## config.mk

```make
export PLATFORM = sky130hd
export DESIGN_NAME = serial_subtractor
export DESIGN_NICKNAME = d
export VERILOG_FILES = /design/src/rtl/serial_subtractor.sv
export SDC_FILE = /design/constraint.sdc
export NUM_CORES = 1
export LEC_CHECK = 0
export ABC_AREA = 1
export CAP_MARGIN = 20
export CORE_ASPECT_RATIO = 0.9
export CORE_MARGIN = 2
export CORE_UTILIZATION = 35
export CTS_CLUSTER_DIAMETER = 40
export DETAILED_ROUTE_END_ITERATION = 7
export PLACE_DENSITY = 0.69
export SYNTH_ARGS = -nofsm -noshare
export SYNTH_HDL_FRONTEND = slang
export SYNTH_SLANG_ARGS = --single-unit
export TNS_END_PERCENT = 50
```

## constraint.sdc

```tcl
create_clock -name clk -period 1.55 [get_ports clk]
set_clock_uncertainty 0.1 [all_clocks]
set_input_delay 0.465 -clock clk [delete_from_list [all_inputs] [get_ports clk]]
set_output_delay 0.465 -clock clk [all_outputs]
set_load 0.02 [all_outputs]
```

## src/rtl/serial_subtractor.sv

```systemverilog
// Bit-serial subtractor: computes a - b LSB first over WIDTH cycles, streaming each
// difference bit on t while assembling the parallel result and the final borrow.
module serial_subtractor #(
  parameter int unsigned WIDTH = 4
) (
  input  logic             clk,
  input  logic             reset,
  input  logic             start,
  input  logic [WIDTH-1:0] a,
  input  logic [WIDTH-1:0] b,
  output logic             t,
  output logic             t_valid,
  output logic             busy,
  output logic             done,
  output logic [WIDTH-1:0] diff,
  output logic             borrow
);

  localparam int unsigned CntW = (WIDTH > 2) ? $clog2(WIDTH) : 1;
  localparam logic [CntW-1:0] CntLast = CntW'(WIDTH - 1);

  localparam logic [0:0] StIdle  = 1'b0;
  localparam logic [0:0] StShift = 1'b1;

  logic [0:0]      state_q, state_d;
  logic [CntW-1:0] cnt_q, cnt_d;
  logic [WIDTH-1:0] sa_q, sa_d;
  logic [WIDTH-1:0] sb_q, sb_d;
  logic [WIDTH-1:0] diff_q, diff_d;
  logic            borrow_q, borrow_d;
  logic            t_q, t_d;
  logic            t_valid_q, t_valid_d;
  logic            done_q, done_d;

  logic d_bit;
  logic b_next;

  // Full-subtractor cell on the current LSBs.
  assign d_bit  = sa_q[0] ^ sb_q[0] ^ borrow_q;
  assign b_next = (~sa_q[0] & sb_q[0]) | (~(sa_q[0] ^ sb_q[0]) & borrow_q);

  always_comb begin
    state_d   = state_q;
    cnt_d     = cnt_q;
    sa_d      = sa_q;
    sb_d      = sb_q;
    diff_d    = diff_q;
    borrow_d  = borrow_q;
    t_d       = t_q;
    t_valid_d = 1'b0;
    done_d    = 1'b0;
    case (state_q)
      StIdle: begin
        if (start) begin
          sa_d     = a;
          sb_d     = b;
          borrow_d = 1'b0;
          cnt_d    = '0;
          diff_d   = '0;
          state_d  = StShift;
        end
      end
      StShift: begin
        t_d            = d_bit;
        t_valid_d      = 1'b1;
        diff_d[cnt_q]  = d_bit;
        borrow_d       = b_next;
        sa_d           = sa_q >> 1;
        sb_d           = sb_q >> 1;
        if (cnt_q == CntLast) begin
          done_d  = 1'b1;
          state_d = StIdle;
          cnt_d   = '0;
        end else begin
          cnt_d = cnt_q + CntW'(1);
        end
      end
      default: state_d = StIdle;
    endcase
  end

  always_ff @(posedge clk or negedge reset) begin
    if (!reset) begin
      state_q   <= StIdle;
      cnt_q     <= '0;
      sa_q      <= '0;
      sb_q      <= '0;
      diff_q    <= '0;
      borrow_q  <= 1'b0;
      t_q       <= 1'b0;
      t_valid_q <= 1'b0;
      done_q    <= 1'b0;
    end else begin
      state_q   <= state_d;
      cnt_q     <= cnt_d;
      sa_q      <= sa_d;
      sb_q      <= sb_d;
      diff_q    <= diff_d;
      borrow_q  <= borrow_d;
      t_q       <= t_d;
      t_valid_q <= t_valid_d;
      done_q    <= done_d;
    end
  end

  assign busy    = (state_q == StShift);
  assign t       = t_q;
  assign t_valid = t_valid_q;
  assign done    = done_q;
  assign diff    = diff_q;
  assign borrow  = borrow_q;

endmodule

```

==> results of run 1 <==
cell usage in the layout (no fill, tap or decap):
master and instances:
clkbuf_2 2, o21ai_0 1, fa_1 1, clkdlybuf4s50_1 10, ha_1 4, dfrtp_1 19
clkbuf_4 3, clkbuf_1 1, clkdlybuf4s15_2 1, inv_1 4, nand2_1 22, nor2_8 1
buf_2 6, nand2_2 11, nor2_1 1, nand3_2 7, buf_4 8, inv_2 1
o21ai_2 1, nand3_1 15, inv_4 1
routing by layer:
| layer | part of all wire, % | global-route usage, % | vias to the layer above |
|---|---|---|---|
| met4 | 0.60 | 3.41 | 0 |
| met3 | 6.2 | 5.05 | 2 |
| met1 | 45 | 14.3 | 316 |
| met2 | 48 | 22.5 | 19 |
| li1 | - | - | 353 |
| met5 | 0 | 0 | - |
flip-flops by register name, indices dropped and copies added (netlist names):
| register | flops |
|---|---|
| sa_q | 4 |
| t | 1 |
| borrow | 1 |
| t_valid | 1 |
| done | 1 |
| busy | 1 |
| sb_q | 4 |
| diff | 4 |
| cnt_q | 2 |
power breakdown:
group          switching, mW  internal (mW)
logic                  0.606          0.412
registers              0.124          0.692
clock network          0.153          0.100
total                  0.883           1.20
metrics by stage:
stage / hold slack [ps] / cells
6_report: 376 / 150
5_1_grt: 399 / 150
4_1_cts: 388 / 147
3_5_place_dp: 373 / 143
3_3_place_gp: 368 / 143
2_1_floorplan: 69.4 / 94
what timing repair did:
item	4_1_cts	5_1_grt
setup endpoints to repair	9	13
pin swaps	0	0
gates resized for setup	25	9
setup buffers	0	3
worst paths after layout:
kind,start,endpoint,depth (start not counted)
min in group clk,sb_q[3],sb_q[3],2
setup reg to reg,borrow,diff[3],5
hold / removal,reset,sa_q[0],2
hold reg to reg,sb_q[3],sb_q[3],2
setup / recovery,diff[1],diff[1],1
max in group asynchronous,reset,done,2
cell usage after synthesis (all sizes together):
master  number  area (µm²)
buf          5        65.1
dfrtp       19         475
fa           1        20.0
ha           4        50.1
inv          6        25.0
nand2       33         151
nand3       22         145
nor2         2        23.8
o21ai        2        13.8
logic make-up (layout without fill, tap and decap cells):
family	Yosys count	in the layout	synth area share (%)
DFF	19	19	49.0
and+or+nand+nor	57	57	33.0
buffers and inverters	11	37	9.29
adders and majority gates	5	5	7.23
AOI/OAI and AO/OA	2	2	1.42
area by class of cell:
type | instances | area share, %
Tap cell | 30 | 3.18
Timing Repair Buffer | 27 | 17.9
Multi-Input combinational cell | 64 | 34.3
Inverter | 6 | 2.12
Clock buffer | 4 | 2.23
Sequential cell | 19 | 40.3
==> results.md, run 1 <==
- # rows: 18
- Placed Area: around 1200 µm²
- Antenna Cells: 0
- DR iter-0 viols: 5
- Static Leak: ~0.62 nW
- Worst Max-Slew Pin Slew: between 200 and 300 ps
- Final WL: 1.68 mm
- Post-route ant nets: 0
- Final min period: about 1500 ps
- IO Port Bufs: 19
- Final setup margin: between 50 and 60 ps
- Slew Limit Fails: 0
- CP bufs+invs: 1
- TritonCTS clock tree: built
- Area of the multi-input gates: between 400 and 500 µm²
- Total Routing Usage GR: between 10% and 20%
- Grt ovf: 0
- Synth warnings: 0
- CP max stage delay: around 400 ps
- RSZ-0062 raised after global routing: no
- Fillcell total: ~280
- Residual DRC count: 0
- Max FO, Critical Path: 2
- CP Launch Type: flop
- Setup crit end kind: output pin
- DR vias/cell: 4.60
- Worst EP required: 980 ps
- Worst-path clk slew: approximately 110 ps
- Yosys reg bits: 19
- CP Cell Sequence: clkdlybuf4s15_2
- Status: finished, final reports clean
- Vias: 690
- Initial core utilization: 36.2%
- Syn Inst Count: 94
- Initial antenna violation count: 0
- DIE WIDTH: a little under 60 µm
- Final #Nets: ~140
- Clock root cell: clkbuf_4
- Pre-antenna DRT Iters: 3
- Synth unique cells: 15
- Avg Cell Area, Syn: 10.3 µm²
- # clock sinks: 19
- Hold Violations, Final: 0
- Largest net degree at the start of global routing: 20
- Cell Area, Synth: between 900 and 1000 µm²
- Fmax: ~0.67 GHz
- Net Count, Synth: 110
- Pre-CTS setup slack: -98.8 ps
- Hpwl dp: around 1.2 mm
- Share of cells above drive strength 1: a little over a third
- IO Pins: 20
- Area delta synth->final: 21.7%
- Max rail drop VDD: around 0.7 mV
- Clock Latency Late Sink: 300 ps
- Floorplan core area: between 2000 and 3000 µm²
- WL per Instance: around 11 µm
- Clock Tree Buf Depth: 2
- CTS Buf Count: 3
- Register area: approximately 480 µm²
- MaxCap Viol Count: 0
- Max stage delay cell, worst path: dfrtp_1
- Power per cell area: about 1800 nW/µm²
- Reg2reg setup slack: around 90 ps
- Slew HR: ~81%
- H-tree depth: 1
- Top delay family on crit path: flip-flops
- Register area share after synthesis: between 40% and 50%
- Die height: between 50 and 60 µm
- Die area: 3210 µm²
- CTS Hold Bufs: 0
- Core Util, Final: ~44%
- Finished Cell Area: approximately 1200 µm²
- Routability cong.: 0.714
- First-pass GRT wire length: around 3 mm
- Final critical-path share of the clock period: a little over nine tenths
- Setup total negative slack: 0 ps
- CP arrival: between 900 and 1000 ps
- Vias in the first global route: roughly 660
- Final setup vio count: 0
- Worst hold path class: in2async
- Worst setup path category: reg2out
- Overall Power: between 2 and 2.5 mW
(Power assumes the default switching activity.)
==> run 2, diff against run 1 <==
--- a/config.mk
+++ b/config.mk
@@ -8,10 +8,11 @@
 export ABC_AREA = 1
 export CAP_MARGIN = 20
 export CORE_ASPECT_RATIO = 0.9
-export CORE_MARGIN = 2
+export CORE_MARGIN = 5
 export CORE_UTILIZATION = 35
 export CTS_CLUSTER_DIAMETER = 40
 export DETAILED_ROUTE_END_ITERATION = 7
+export GPL_ROUTABILITY_DRIVEN = 1
 export PLACE_DENSITY = 0.69
 export SYNTH_ARGS = -nofsm -noshare
 export SYNTH_HDL_FRONTEND = slang
==> constraint.sdc (replaced) <==
create_clock -name clk -period 1.69 [get_ports clk]
set_clock_uncertainty 0.1 [all_clocks]
set_input_delay 0.507 -clock clk [delete_from_list [all_inputs] [get_ports clk]]
set_output_delay 0.507 -clock clk [all_outputs]
set_load 0.02 [all_outputs]
==> run 2 against run 1 <==
Hold slack gained 17 ps; critical path depth is the same; highest routed layer is now met3; global-route usage shrank 3.1 points; largest power group unchanged; non-clock buffer count shrank 3; worst setup slack gained 5.5 ps; clock power shrank 8.7%; utilization is essentially flat.
==> results.md, run 2 (same netlist as run 1, synthesis figures left out) <==
- Status: finished, final reports clean (unchanged)
- Worst setup path category: reg2out (unchanged)
- Power per cell area: 1580 nW/µm² (was 1770 nW/µm²)
- WL per Instance: 11.5 µm (was 11.2 µm)
- Clock Tree Buf Depth: 2 (unchanged)
- Final #Nets: 134 (was 137)
- Worst hold path class: reg2reg (was in2async)
- Area delta synth->final: 22.6% (was 21.7%)
- Buffer count from post-CTS setup fixing: 0 (unchanged)
- Final critical-path share of the clock period: just under 100%
- Max stage delay cell, worst path: dfrtp_1 (unchanged)
- Max rail drop VDD: 0.648 mV (was 0.710 mV)
- Hpwl dp: 1.30 mm (was 1.23 mm)
- CP max stage delay: 400 ps (was 390 ps)
- TritonCTS clock tree: built (unchanged)
- Vias: 694 (was 690)
- Hold Violations, Final: 0 (unchanged)
- Top delay family on crit path: flip-flops (unchanged)
- DR iter-0 viols: 20 (was 5)
- Initial antenna violation count: 0 (unchanged)
- Largest net degree at the start of global routing: 20 (unchanged)
- CP arrival: 1020 ps (was 930 ps)
- H-tree depth: 1 (unchanged)
- Pre-antenna DRT Iters: 4 (was 3)
- P_sw: 799 µW (was 883 µW)
- Slew HR: 77.4% (was 81.2%)
- Clock network power share: 12.3% (was 12.1%)
- CTS Buf Count: 3 (unchanged)
- Clock Latency Late Sink: 300 ps (about the same)
- Residual DRC count: 0 (unchanged)
- CP bufs+invs: 1 (unchanged)
- Fmax: 0.614 GHz
- DR vias/cell: 4.72 (was 4.60)
- Final setup vio count: 0 (unchanged)
- Floorplan core area: 2700 µm² (was 2680 µm²)
- CP Cell Sequence: dlygate4sd2_1 (was clkdlybuf4s15_2)
- Placed Area: 1170 µm² (unchanged)
- Finished Cell Area: 1190 µm² (was 1180 µm²)
- Die area: 3920 µm² (was 3210 µm²)
- DIE WIDTH: 65.5 µm (was 59.5 µm)
- Antenna Cells: 0 (unchanged)
- Worst Max-Slew Pin Slew: 337 ps (was 281 ps)
- Max FO, Critical Path: 2 (unchanged)
- Switching Share: 42.4% (was 42.3%)
- Post-route ant nets: 0 (unchanged)
- Final WL: 1.69 mm (was 1.68 mm)
- Commonest non-fill, non-tap cell in the layout: nand2_1 (unchanged)
- IO Port Bufs: 19 (unchanged)
- Worst hold slack: 393 ps (was 376 ps)
- Total Routing Usage GR: 9.63% (was 12.7%)
- Die height: 59.9 µm (was 53.9 µm)
- MaxCap Viol Count: 0 (unchanged)
- Most frequent cells in the layout: 22 x nand2_1, 19 x dfrtp_1, 15 x nand3_1 (unchanged)
- Sequential power share: 39.6% (was 39.1%)
- Vias in the first global route: 662 (was 664)
- Slew Limit Fails: 0 (unchanged)
- Gate power share: 48.1% (was 48.8%)
- Clock root cell: clkbuf_4 (unchanged)
- First-pass GRT wire length: 2.90 mm (was 2.95 mm)
- Grt ovf: 0 (unchanged)
- # clock sinks: 19 (unchanged)
- Static Leak: 0.625 nW (about the same)
- Share of cells above drive strength 1: 25.6% (was 35.0%)
- Setup crit end kind: output pin (unchanged)
- RSZ-0062 raised after global routing: no (unchanged)
- P_int: 1.08 mW (was 1.20 mW)
- IO Pins: 20 (unchanged)
- CP Launch Type: flop (unchanged)
- Worst-path clk slew: 110 ps (about the same)
- Routability cong.: 0.680 (was 0.714)
- Final min period: 1630 ps
- Initial core utilization: 35.9% (was 36.2%)
- Worst EP required: 1080 ps (was 980 ps)
- # rows: 18 (unchanged)
-- run 2: cell types whose count changed in the layout (fill, tap and decap cells not counted), sizes merged --
cell and delta:
clkdlybuf4s15 +1, clkinv +1, dlygate4sd2 +7, buf -9, clkbuf -3
-- run 2: metrics by stage --
stage	setup slack [ps]	cells	setup TNS (ps)	utilization [%]	power (mW)
detailed placement	-41.7	143	-376	43.3	1.75
finish	62.1	147	0	44.0	1.88
floorplan	291	94	0	-	1.46
global placement	-17.6	143	-39.2	43.3	1.71
CTS	39.6	147	0	43.9	1.92
global route	10.4	147	0	44.0	2.05
-- run 2: layer usage --
metal,track usage [%],vias to the layer above,part of all wire (%),wire length [µm]
li1,-,349,-,-
met1,12.6,318,46,784
met2,15.2,27,46,771
met3,4.14,0,8.1,137
met4,1.48,0,0,0
met5,0,-,0,0
-- run 2: what timing repair did --
item / CTS / global route
cloned: 0 / 0
endpoints found under the setup margin: 9 / 2
hold buffers: 0 / 0
resized for setup: 9 / 2
pin swaps: 0 / 0
-- run 2: path summary, 6_finish.rpt --
path	startpoint	to	slack, ps	depth (start not counted)
setup / recovery	diff[1]	diff[1]	60	1
hold / removal	sb_q[3]	sb_q[3]	390	2
setup reg to reg	borrow	diff[0]	210	5
hold reg to reg	sb_q[3]	sb_q[3]	390	2
max in group asynchronous	reset	sb_q[3]	850	2
min in group asynchronous	reset	t	430	2
-- run 2: final cells by class --
class,count,area (µm²)
inverters,6,25.0
clock inverters,1,5.00
repair buffers,24,219
well taps,30,37.5
multi-input cells,64,404
fillers,276,1510
clock buffers,3,22.5
flip-flops and latches,19,475
-- run 2: power by group through the flow --
stage	registers [mW]	clock network (mW)	logic [mW]
3_5_place_dp	0.765	0	0.982
6_report	0.746	0.231	0.907
2_1_floorplan	0.859	0	0.598
3_3_place_gp	0.755	0	0.952
4_1_cts	0.751	0.241	0.923
5_1_grt	0.773	0.264	1.01
